### src/rtl/irda_fir_tx.sv
// FIR (4 Mb/s, 4PPM) frame transmitter: preamble, start flag, 4PPM data, CRC32, stop flag.
// Optional serial-interaction pulse after the stop flag when IRDA_FIR_TX_SIP_EN is defined.
module irda_fir_tx #(
   parameter int PA_COUNT = 16
) (
   input  logic        clk,
   input  logic        wb_rst_n,
   input  logic        fir_tx8_enable,
   input  logic        fir_tx_start,
   input  logic [15:0] fir_tx_len,
   input  logic [31:0] txfifo_dat_o,
   input  logic        txfifo_empty,
   output logic        txfifo_remove,
   output logic        tx_o,
   output logic        fir_tx_busy,
   output logic        fir_tx_done,
   output logic        fir_tx_underrun
);

   typedef enum logic [2:0] {
      S_IDLE, S_PA, S_STA, S_DATA, S_CRC, S_STO, S_SIP, S_FIN
   } state_t;

   localparam logic [15:0] PA_PAT   = 16'b1000_0000_1010_1000;
   localparam logic [31:0] STA_PAT  = 32'b0000_1100_0000_1100_0110_0000_0110_0000;
   localparam logic [31:0] STO_PAT  = 32'b0000_1100_0000_1100_0000_0110_0000_0110;
   localparam logic [31:0] CRC_POLY = 32'hEDB88320;
   localparam logic [8:0]  PA_LAST  = 9'(PA_COUNT * 16 - 1);

   state_t      state;
   logic [8:0]  chip_cnt;
   logic [15:0] bytes_left;
   logic [1:0]  byte_in_word;
   logic        need_word;
   logic [31:0] word_reg;
   logic [1:0]  sym_reg;
   logic [31:0] crc;

   logic [31:0] sym_src;
   logic [1:0]  cur_bits;
   logic        sym_chip;
   logic [31:0] crc_next;

   // Two data bits per symbol, b0 first, folded into the reflected CRC.
   function automatic logic [31:0] crc_upd(input logic [31:0] c, input logic [1:0] b);
      logic [31:0] r;
      r = c;
      for (int i = 0; i < 2; i++) begin
         if (r[0] ^ b[i]) r = (r >> 1) ^ CRC_POLY;
         else             r = r >> 1;
      end
      return r;
   endfunction

   // The first symbol of a word is taken straight from the show-ahead FIFO head.
   always_comb begin
      // NOTE: every variable gets a default before any branch, so no path can infer a latch.
      sym_src = word_reg;
      if (state == S_DATA && need_word) sym_src = txfifo_dat_o;
      cur_bits = sym_src[1:0];
      if (chip_cnt[1:0] == 2'd0) sym_chip = (cur_bits == 2'd0);
      else                       sym_chip = (sym_reg == chip_cnt[1:0]);
      crc_next = crc_upd(crc, cur_bits);
   end

   assign txfifo_remove = fir_tx8_enable && (state == S_DATA) && need_word && !txfifo_empty;

   always_ff @(posedge clk or negedge wb_rst_n) begin
      if (!wb_rst_n) begin
         state           <= S_IDLE;
         chip_cnt        <= '0;
         bytes_left      <= '0;
         byte_in_word    <= '0;
         need_word       <= 1'b0;
         word_reg        <= '0;
         sym_reg         <= '0;
         crc             <= 32'hFFFFFFFF;
         tx_o            <= 1'b0;
         fir_tx_busy     <= 1'b0;
         fir_tx_done     <= 1'b0;
         fir_tx_underrun <= 1'b0;
      end else begin
         // NOTE: non-blocking assignments only, so every branch reads pre-edge register values.
         fir_tx_done     <= 1'b0;
         fir_tx_underrun <= 1'b0;
         case (state)
            S_IDLE: begin
               if (fir_tx8_enable) tx_o <= 1'b0;
               if (fir_tx_start) begin
                  bytes_left  <= fir_tx_len;
                  fir_tx_busy <= 1'b1;
                  crc         <= 32'hFFFFFFFF;
                  chip_cnt    <= '0;
                  state       <= S_PA;
               end
            end
            S_PA: if (fir_tx8_enable) begin
               tx_o <= PA_PAT[~chip_cnt[3:0]];
               if (chip_cnt == PA_LAST) begin
                  chip_cnt <= '0;
                  state    <= S_STA;
               end else chip_cnt <= chip_cnt + 9'd1;
            end
            S_STA: if (fir_tx8_enable) begin
               tx_o <= STA_PAT[~chip_cnt[4:0]];
               if (chip_cnt == 9'd31) begin
                  chip_cnt     <= '0;
                  byte_in_word <= '0;
                  if (bytes_left == 16'd0) begin
                     word_reg <= ~crc;
                     state    <= S_CRC;
                  end else begin
                     need_word <= 1'b1;
                     state     <= S_DATA;
                  end
               end else chip_cnt <= chip_cnt + 9'd1;
            end
            S_DATA: if (fir_tx8_enable) begin
               if (need_word && txfifo_empty) begin
                  tx_o            <= 1'b0;
                  fir_tx_busy     <= 1'b0;
                  fir_tx_underrun <= 1'b1;
                  need_word       <= 1'b0;
                  chip_cnt        <= '0;
                  state           <= S_IDLE;
               end else begin
                  tx_o <= sym_chip;
                  if (chip_cnt[1:0] == 2'd0) begin
                     sym_reg   <= cur_bits;
                     word_reg  <= sym_src >> 2;
                     crc       <= crc_next;
                     need_word <= 1'b0;
                  end
                  // 16 chips per byte; the CRC register is final once the last byte ends.
                  if (chip_cnt[3:0] == 4'd15) begin
                     chip_cnt     <= '0;
                     bytes_left   <= bytes_left - 16'd1;
                     byte_in_word <= byte_in_word + 2'd1;
                     if (byte_in_word == 2'd3) need_word <= 1'b1;
                     if (bytes_left == 16'd1) begin
                        word_reg  <= ~crc;
                        need_word <= 1'b0;
                        state     <= S_CRC;
                     end
                  end else chip_cnt <= chip_cnt + 9'd1;
               end
            end
            S_CRC: if (fir_tx8_enable) begin
               tx_o <= sym_chip;
               if (chip_cnt[1:0] == 2'd0) begin
                  sym_reg  <= cur_bits;
                  word_reg <= sym_src >> 2;
               end
               if (chip_cnt == 9'd63) begin
                  chip_cnt <= '0;
                  state    <= S_STO;
               end else chip_cnt <= chip_cnt + 9'd1;
            end
            S_STO: if (fir_tx8_enable) begin
               tx_o <= STO_PAT[~chip_cnt[4:0]];
               if (chip_cnt == 9'd31) begin
                  chip_cnt <= '0;
`ifdef IRDA_FIR_TX_SIP_EN
                  state    <= S_SIP;
`else
                  state    <= S_FIN;
`endif
               end else chip_cnt <= chip_cnt + 9'd1;
            end
`ifdef IRDA_FIR_TX_SIP_EN
            S_SIP: if (fir_tx8_enable) begin
               tx_o <= (chip_cnt < 9'd13);
               if (chip_cnt == 9'd69) begin
                  chip_cnt <= '0;
                  state    <= S_FIN;
               end else chip_cnt <= chip_cnt + 9'd1;
            end
`endif
            // Completion is reported one clk after the last chip leaves.
            S_FIN: begin
               fir_tx_busy <= 1'b0;
               fir_tx_done <= 1'b1;
               state       <= S_IDLE;
            end
            default: state <= S_IDLE;
         endcase
      end
   end

endmodule

### config.mk
export PLATFORM = sky130hd
export DESIGN_NAME = irda_fir_tx
export DESIGN_NICKNAME = d
export VERILOG_FILES = /design/src/rtl/irda_fir_tx.sv
export SDC_FILE = /design/constraint.sdc
export NUM_CORES = 1
export LEC_CHECK = 0
export ABC_AREA = 1
export CORE_MARGIN = 2
export CORE_UTILIZATION = 63
export DETAILED_ROUTE_END_ITERATION = 10
export PLACE_DENSITY = 0.86
export SYNTH_ARGS = -nofsm -noshare
export SYNTH_HDL_FRONTEND = slang
export SYNTH_SLANG_ARGS = --single-unit
### constraint.sdc
create_clock -name clk -period 3.6 [get_ports clk]
set_input_delay 0.72 -clock clk [delete_from_list [all_inputs] [get_ports clk]]
set_output_delay 0.72 -clock clk [all_outputs]
set_load 0.005 [all_outputs]
==> metrics.txt, run 1 <==
max_cap viols=0; vias in the first global route=5,782; initial detailed-routing violation count=385; DP Cell Count=1,094; Post-layout nets=1,031; Fmax=328 MHz; Post-Route WL=15,400 microns; top cell type's share of synthesized area=26.5%; largest net degree at the start of global routing=52; Yosys reg bits=101; CTS-repair resized insts=0; clock tree buffer depth=2; status=completed; IO Port Bufs=57; initial antenna violation count=0; Die Y=106 microns; Most common cell on crit path=clkdlybuf4s50_1; mean routed wirelength per cell=13.9 microns; post-synthesis async set-or-reset flop share=100%; Worst path max stage delay=0.62 ns; YS warnings=0; Post-synth EDFFs=0; Hold Slack=0.375 ns; layout cells sized above 1=8.63%; Mapped Cells=934; Hold-fix buffers, CTS=0; CTS sink count=101; starting density of the core=63.9%; H-tree Lvls=3; unrepaired setup endpoints after global routing=no; PD cells=743 nW/um^2; core area=10,200 sq um; crit share post-route=84.7%; Tmin final=3.05 ns; CTS root buf=clkbuf_8; relative slew slack=38.8%; register area share after synthesis=39.5%; worst-margin pin slew=0.918 ns; worst min path class=input port to asynchronous set/reset pin; Post-DRT Antenna Nets=0; CP max stage cell=clkdlybuf4s50_1; TritonCTS Buffers=9; Synthesized Nets=996; Critical Path RT=2.88 ns; die area=11,200 sq um; endpoint type of the worst setup path=output pin; GPL Wtd Cong=0.881; DRC Markers=0; clock skew=0.0116 ns; num rows=37; Avg Cell Area, Syn=6.96 sq um; crit-path max FO=7; Synth-to-Final Area Change=11.2%; largest area contributor in the netlist=dfrtp_1; WP buf/inv=3; GRT overflow=0; Clock Latency Late Sink=0.38 ns; CP startpoint kind=input port; Final Power=5.37 mW; crit-path cells=clkdlybuf4s50_1 -> inv_1 -> nor3_1 -> clkdlybuf4s50_1; DRT Pass-1 Iters=5; Vias=6,210; width of the chip=106 microns; first-pass GRT wire length=26,800 microns; Slew Viols, Final=0; top cells by area, synth=dfrtp_1, nand2_1, dfstp_2; crit path DAT=2.33 ns; critical path type=input port to output pin; Main synth FF type=dfrtp_1; final hold vios=0; Netlist Area Pre-Place=6500 sq um; setup TNS=0 ns; post-synth cell types=45; total track usage=29.3%; vias per std cell=5.60; setup bufs post-CTS=0; DP HPWL=10,300 microns; Final setup viols=0; VDD IR-drop max=434 uV; number of diodes=0; clock slew at reported path FFs=0.09 ns; CTS tree=done; leakage power=3.62 nW; fin cells=1,109; I/O Pins=58; Worst path top cell family by delay=buffers and inverters
[metrics by stage]
stage | instance area [sq um] | utilization (%) | worst slack, ns
6_report | 7230 | 71.0 | 0.549
5_1_grt | 7230 | 71.0 | 0.455
4_1_cts | 7230 | 71.0 | 0.537
3_5_place_dp | 7080 | 69.5 | 0.529
3_3_place_gp | 7080 | 69.5 | 0.610
2_1_floorplan | 6500 | - | 1.48
[layout by cell type (no fill, tap or decap), types with 9 or more instances in the layout]
master,netlist,final
dfstp_2,32,32
a21oi_1,22,22
clkdlybuf4s50_1,0,56
nand3_1,150,150
buf_4,4,10
nor2_1,47,47
o21ai_0,74,74
clkbuf_8,0,9
inv_1,95,95
dfrtp_1,69,69
o22ai_1,13,13
nand2_1,297,297
[Yosys cell counts, types with 3 or more instances]
library cell / n
nor2_2: 3
o21ai_1: 7
a22oi_1: 7
clkbuf_1: 15
dfrtp_1: 69
buf_4: 4
buf_2: 12
xor2_1: 7
nand3_1: 150
nand4_2: 3
nor3_1: 6
nand2_1: 297
nand4_1: 6
buf_1: 3
nand3_2: 3
nand3b_1: 6
nor2_1: 47
ha_1: 9
o211ai_1: 3
buf_6: 8
o22ai_1: 13
inv_1: 95
nand2_2: 6
inv_2: 5
a21oi_1: 22
dfstp_2: 32
o21ai_0: 74
[worst paths after layout]
kind	startpoint	endpoint	slack (ns)	cells after the start
hold / removal	wb_rst_n	bytes_left[9]	0.38	1
setup / recovery	fir_tx8_enable	txfifo_remove	0.55	4
setup reg to reg	chip_cnt[0]	state[2]	1.00	18
max in group asynchronous	wb_rst_n	crc[13]	2.46	2
hold reg to reg	crc[3]	crc[3]	0.50	2
min in group clk	crc[3]	crc[3]	0.50	2
[report_power, final]
part           internal (mW)  switching (mW)  total, mW  leakage (nW)
clock                  0.250           0.392      0.642        0.0775
combinational          0.971            1.88       2.85          2.30
sequential              1.57           0.312       1.88          1.24
total                   2.79            2.58       5.37          3.62
[layout make-up]
cell class              count  area (sq um)
clock buffers              13           139
inverters                 102           385
multi-input cells         688          3300
well taps                 136           170
fillers                   867          2950
repair buffers             67           656
clock inverters             2          13.8
flip-flops and latches    101          2570
[logic make-up after synthesis]
kind of cell / count (synthesis) / share of synthesized area [%]
AO/OA/AOI/OAI: 135 / 11.5
XOR/XNOR: 9 / 1.21
adder cells (fa/ha/maj): 9 / 1.73
buffers and inverters: 145 / 9.81
flip-flops: 101 / 39.5
AND/OR/NAND/NOR: 535 / 36.2
[layer usage]
metal	global-route usage [%]	vias to the layer above	share of wire [%]
met5	0	-	0
met4	8.18	0	1.4
met3	4.45	16	5.0
met2	46.4	165	46
met1	42.2	2920	48
li1	-	3109	-
(Power assumes the default switching activity.)
==> run 2: changes to the inputs <==
- CORE_UTILIZATION: 63 -> 53
- PLACE_DENSITY: 0.86 -> 0.77
- clock period: 3.6 -> 2.7 ns (I/O delays scaled with it)
==> metrics.txt, run 2 (synthesis results as in run 1) <==
total track usage=25.7% (was 29.3%); Final setup viols=0 (unchanged); starting density of the core=54.2% (was 63.9%); IO Port Bufs=57 (unchanged); crit-path max FO=7 (unchanged); DRT Pass-1 Iters=6 (was 5); Sw Ratio=45.6% (was 48.0%); mean routed wirelength per cell=14.2 microns (was 13.9 microns); Hold-fix buffers, CTS=0 (unchanged); DP HPWL=10,900 microns (was 10,300 microns); layout cells sized above 1=9.76% (was 8.63%); reg2reg start=chip_cnt[1] (was chip_cnt[0]); Synth-to-Final Area Change=15.4% (was 11.2%); worst min path class=input port to asynchronous set/reset pin (unchanged); CP Launch Point=fir_tx8_enable (unchanged); GPL Wtd Cong=0.913 (was 0.881); I/O Pins=58 (unchanged); critical path type=input port to output pin (unchanged); Post-Route WL=16,000 microns (was 15,400 microns); first-pass GRT wire length=27,300 microns (was 26,800 microns); number of diodes=0 (unchanged); vias in the first global route=5,771 (was 5,782); setup bufs post-CTS=0 (unchanged); TritonCTS Buffers=9 (unchanged); multi-input logic area=3300 sq um (unchanged); combinational power share=50.3% (was 53.0%); final hold vios=0 (unchanged); CTS-repair resized insts=0 (unchanged); CTS tree=done (unchanged); reg2reg end=state[0] (was state[2]); relative slew slack=65.8% (was 38.8%); max_cap viols=0 (unchanged); dpl cell area=7210 sq um (was 7080 sq um); VDD IR-drop max=473 uV (was 434 uV); leakage power=3.75 nW (was 3.62 nW); clock tree buffer depth=2 (unchanged); Reg power frac=32.6% (was 35.0%); Tmin final=2.42 ns; Int Pwr=4.19 mW (was 2.79 mW); most common cell after layout, fill and taps aside=nand2_1 (unchanged); initial detailed-routing violation count=496 (was 385); PD cells=1030 nW/um^2 (was 743 nW/um^2); crit path DAT=1.88 ns (was 2.33 ns); H-tree Lvls=3 (unchanged); commonest cells after routing, fill and taps aside=nand2_1, nand3_1, inv_1 (unchanged); Slew Viols, Final=0 (unchanged); die area=13,200 sq um (was 11,200 sq um); Clock Latency Late Sink=0.35 ns (was 0.38 ns); Die Y=115 microns (was 106 microns); CTS root buf=clkbuf_16 (was clkbuf_8); status=completed (unchanged); largest net degree at the start of global routing=37 (was 52); clock group share of total power=17.2% (was 11.9%); Post-DRT Antenna Nets=0 (unchanged); num rows=40 (was 37); GRT overflow=0 (unchanged); Hold Slack=0.148 ns (was 0.375 ns); post-layout instance area=7500 sq um (was 7230 sq um); CTS sink count=101 (unchanged); unrepaired setup endpoints after global routing=no (unchanged); core area=12,000 sq um (was 10,200 sq um); Vias=6,188 (was 6,210); switching power of the nets=3.51 mW (was 2.58 mW); DRC Markers=0 (unchanged); worst-margin pin slew=0.513 ns (was 0.918 ns); Worst R2R Setup Slack=0.38 ns (was 1.00 ns); crit share post-route=89.7%; clock slew at reported path FFs=0.07 ns (was 0.09 ns); Critical Path RT=2.16 ns (was 2.88 ns); initial antenna violation count=0 (unchanged); endpoint type of the worst setup path=output pin (unchanged); clock skew=0.00673 ns (was 0.0116 ns); Reg2Reg Depth=18 (unchanged); Fmax=413 MHz; final core occ=62.5% (was 71.0%); Post-layout nets=1,041 (was 1,031); width of the chip=115 microns (was 106 microns); vias per std cell=5.47 (was 5.60); Filler cells=1,119 (was 867); setup TNS=0 ns (unchanged); FF+latch area=2570 sq um (unchanged); CP startpoint kind=input port (unchanged)
## run 2: cell types whose count changed in the layout (fill, tap and decap cells not counted)
cell       change
buf_4          +7
clkinv_4       -1
buf_12         +3
clkbuf_16     +11
inv_4          +1
clkbuf_1       -1
clkbuf_8       -9
## run 2: worst max path at each step
stage,endpoint,slack (ns)
final,txfifo_remove,0.28
after global routing,state[1],0.06
after CTS,txfifo_remove,0.26
after detailed placement,bytes_left[9],0.24
after global placement,bytes_left[10],0.29
after floorplan,state[0],0.58
## run 2: layout make-up
cell class / instances / area share [%]
clock buffers: 14 / 3.82
inverters: 102 / 5.14
repair buffers: 77 / 10.2
multi-input cells: 688 / 44.0
clock inverters: 2 / 0.150
flip-flops and latches: 101 / 34.2
well taps: 147 / 2.45
## run 2: power groups by stage
stage | sequential, mW | clock, mW | combinational (mW)
after global placement | 2.51 | 0 | 3.76
after detailed placement | 2.52 | 0 | 3.83
after global routing | 2.57 | 1.40 | 4.44
final | 2.51 | 1.32 | 3.87
after floorplan | 2.39 | 0 | 3.05
after CTS | 2.49 | 1.34 | 3.86
## run 2: worst max-delay path, cell delays in order
cell and delay (ns):
clkdlybuf4s50_1 0.48, inv_1 0.13, nor3_1 0.20, clkdlybuf4s50_1 0.53
## run 2: metrics by stage
stage	total power, mW	setup WS (ns)	cells
after floorplan	5.44	0.583	934
after global placement	6.27	0.293	1115
after detailed placement	6.35	0.242	1115
after CTS	7.70	0.256	1131
after global routing	8.40	0.0575	1131
final	7.70	0.278	1131
## run 2: routing by layer
metal | track usage [%] | up-vias | wire length [microns]
met5 | 0 | - | 0
li1 | - | 3124 | -
met2 | 40.2 | 157 | 7250
met4 | 7.31 | 0 | 215
met3 | 4.69 | 18 | 755
met1 | 36.9 | 2889 | 7820
==> run 3: changes to the inputs <==
--- a/config.mk
+++ b/config.mk
@@ -8,6 +8,6 @@
 export ABC_AREA = 1
-export CORE_MARGIN = 2
-export CORE_UTILIZATION = 53
+export CORE_MARGIN = 3
+export CORE_UTILIZATION = 59
 export DETAILED_ROUTE_END_ITERATION = 10
-export PLACE_DENSITY = 0.77
+export PLACE_DENSITY = 0.81
 export SYNTH_ARGS = -nofsm -noshare
==> constraint.sdc (replaced) <==
create_clock -name clk -period 2.5 [get_ports clk]
set_input_delay 0.625 -clock clk [delete_from_list [all_inputs] [get_ports clk]]
set_output_delay 0.625 -clock clk [all_outputs]
set_load 0.005 [all_outputs]
==> metrics.txt, run 3 (synthesis results as in run 1) <==
Clock Latency Late Sink=0.39 ns (was 0.35 ns); status=completed (unchanged); worst-margin pin slew=0.440 ns (was 0.513 ns); total track usage=26.8% (was 25.7%); initial antenna violation count=0 (unchanged); DP HPWL=10,900 microns (about the same); met1 usage=38.9% (was 36.9%); Hold Slack=0.130 ns (was 0.148 ns); final hold vios=0 (unchanged); core area=10,500 sq um (was 12,000 sq um); largest net degree at the start of global routing=44 (was 37); clock skew=0.0118 ns (was 0.00673 ns); Worst path max stage delay=0.42 ns (was 0.53 ns); Final setup viols=0 (unchanged); clock tree buffer depth=2 (unchanged); mean routed wirelength per cell=14.3 microns (was 14.2 microns); CTS root buf=clkbuf_8 (was clkbuf_16); Vias=6,234 (was 6,188); final core occ=70.7% (was 62.5%); Post-Route WL=16,100 microns (was 16,000 microns); first-pass GRT wire length=27,500 microns (was 27,300 microns); pre-CTS WS=-0.0286 ns (was 0.242 ns); layout cells sized above 1=10.5% (was 9.76%); PD cells=1080 nW/um^2 (was 1030 nW/um^2); vias per std cell=5.53 (was 5.47); GRT busiest layer=met2 (unchanged); relative slew slack=70.5% (was 65.8%); Final WS setup=0.246 ns (was 0.278 ns); Post-layout nets=1,048 (was 1,041); VDD IR-drop max=700 uV (was 473 uV); Critical Path RT=2.77 ns (was 2.16 ns); leakage power=3.73 nW (was 3.75 nW); clock slew at reported path FFs=0.09 ns (was 0.07 ns); Post-DRT Antenna Nets=0 (unchanged); Hold-fix buffers, CTS=0 (unchanged); vias in the first global route=5,702 (was 5,771); CTS-repair resized insts=1 (was 0); crit-path cells=ha_1 -> nand2_2 -> nor2_4 -> nand2_1 -> nor2_1 -> inv_1 -> nor2_1 -> nand2_1 -> inv_1 -> ha_1 -> inv_1 -> nand2_1 -> nand2_1 -> nor3_1 -> nand3_1 -> o21ai_0 -> nand2_1 (was clkdlybuf4s50_1 -> inv_1 -> nor3_1 -> clkdlybuf4s50_1); number of diodes=0 (unchanged); unrepaired setup endpoints after global routing=no (unchanged); CTS tree=done (unchanged); CP max stage cell=dfrtp_2 (was clkdlybuf4s50_1); worst min path class=input port to asynchronous set/reset pin (unchanged); initial detailed-routing violation count=562 (was 496); Slew Viols, Final=0 (unchanged); crit-path max FO=5 (was 7); Most common cell on crit path=nand2_1 (was clkdlybuf4s50_1); GPL Wtd Cong=0.903 (was 0.913); TritonCTS Buffers=9 (unchanged); num rows=37 (was 40); Final Power=8.02 mW (was 7.70 mW); starting density of the core=61.9% (was 54.2%); setup bufs post-CTS=0 (unchanged); DRT Pass-1 Iters=5 (was 6); I/O Pins=58 (unchanged); WP buf/inv=3 (unchanged); Fmax=444 MHz; CTS sink count=101 (unchanged); most common cell after layout, fill and taps aside=nand2_1 (unchanged); endpoint type of the worst setup path=flop (was output pin); Tmin final=2.25 ns; H-tree Lvls=3 (unchanged); crit share post-route=90.1%; DRC Markers=0 (unchanged); die area=12,300 sq um (was 13,200 sq um); met2 usage=41.2% (was 40.2%); crit path DAT=2.53 ns (was 1.88 ns); Synth-to-Final Area Change=14.2% (was 15.4%); GRT overflow=0 (unchanged); Die Y=111 microns (was 115 microns); setup TNS=0 ns (unchanged); met3 Track Usage GR=5.57% (was 4.69%); width of the chip=111 microns (was 115 microns); CP startpoint kind=flop (was input port); critical path type=flop to flop (was input port to output pin); Worst path top cell family by delay=simple AND/OR/NAND/NOR gates (was buffers and inverters); commonest cells after routing, fill and taps aside=nand2_1, nand3_1, inv_1 (unchanged); IO Port Bufs=57 (unchanged); max_cap viols=0 (unchanged)
[run 3: routing by layer]
| metal | vias to the layer above | wire, microns |
|---|---|---|
| li1 | 3153 | - |
| met1 | 2829 | 7570 |
| met2 | 239 | 7170 |
| met3 | 13 | 1160 |
| met4 | 0 | 191 |
| met5 | - | 0 |
[run 3: area by class of cell]
| type | count | area [sq um] |
|---|---|---|
| clock buffers | 16 | 191 |
| fillers | 906 | 3080 |
| inverters | 102 | 385 |
| multi-input cells | 688 | 3300 |
| flip-flops and latches | 101 | 2570 |
| well taps | 136 | 170 |
| repair buffers | 84 | 807 |
[run 3: per-stage QoR]
stage / cells / cell area, sq um
2_1_floorplan: 934 / 6500
3_3_place_gp: 1111 / 7230
3_5_place_dp: 1111 / 7230
4_1_cts: 1127 / 7420
5_1_grt: 1127 / 7430
6_report: 1127 / 7430
[run 3: report_power, final]
part | switching, mW | internal, mW | leakage, nW | total, mW
sequential | 0.448 | 2.26 | 1.24 | 2.71
combinational | 2.74 | 1.51 | 2.39 | 4.25
clock | 0.574 | 0.481 | 0.0961 | 1.05
[run 3: final timing paths]
check | start | endpoint | slack, ns | depth (start not counted)
min reg2reg | bytes_left[7] | bytes_left[7] | 0.49 | 2
max reg2reg | chip_cnt[1] | state[0] | 0.25 | 17
min in group clk | bytes_left[7] | bytes_left[7] | 0.49 | 2
max | chip_cnt[1] | state[0] | 0.25 | 17
min | wb_rst_n | chip_cnt[7] | 0.13 | 1
max in group asynchronous | wb_rst_n | crc[2] | 1.72 | 2
[run 3: worst register-to-register path, stage by stage (launching register included)]
cell,delay [ns]
dfrtp_2,0.42
ha_1,0.19
nand2_2,0.08
nor2_4,0.10
nand2_1,0.05
nor2_1,0.11
inv_1,0.06
nor2_1,0.12
nand2_1,0.09
inv_1,0.06
ha_1,0.13
inv_1,0.04
nand2_1,0.08
nand2_1,0.06
nor3_1,0.13
nand3_1,0.15
o21ai_0,0.19
nand2_1,0.07
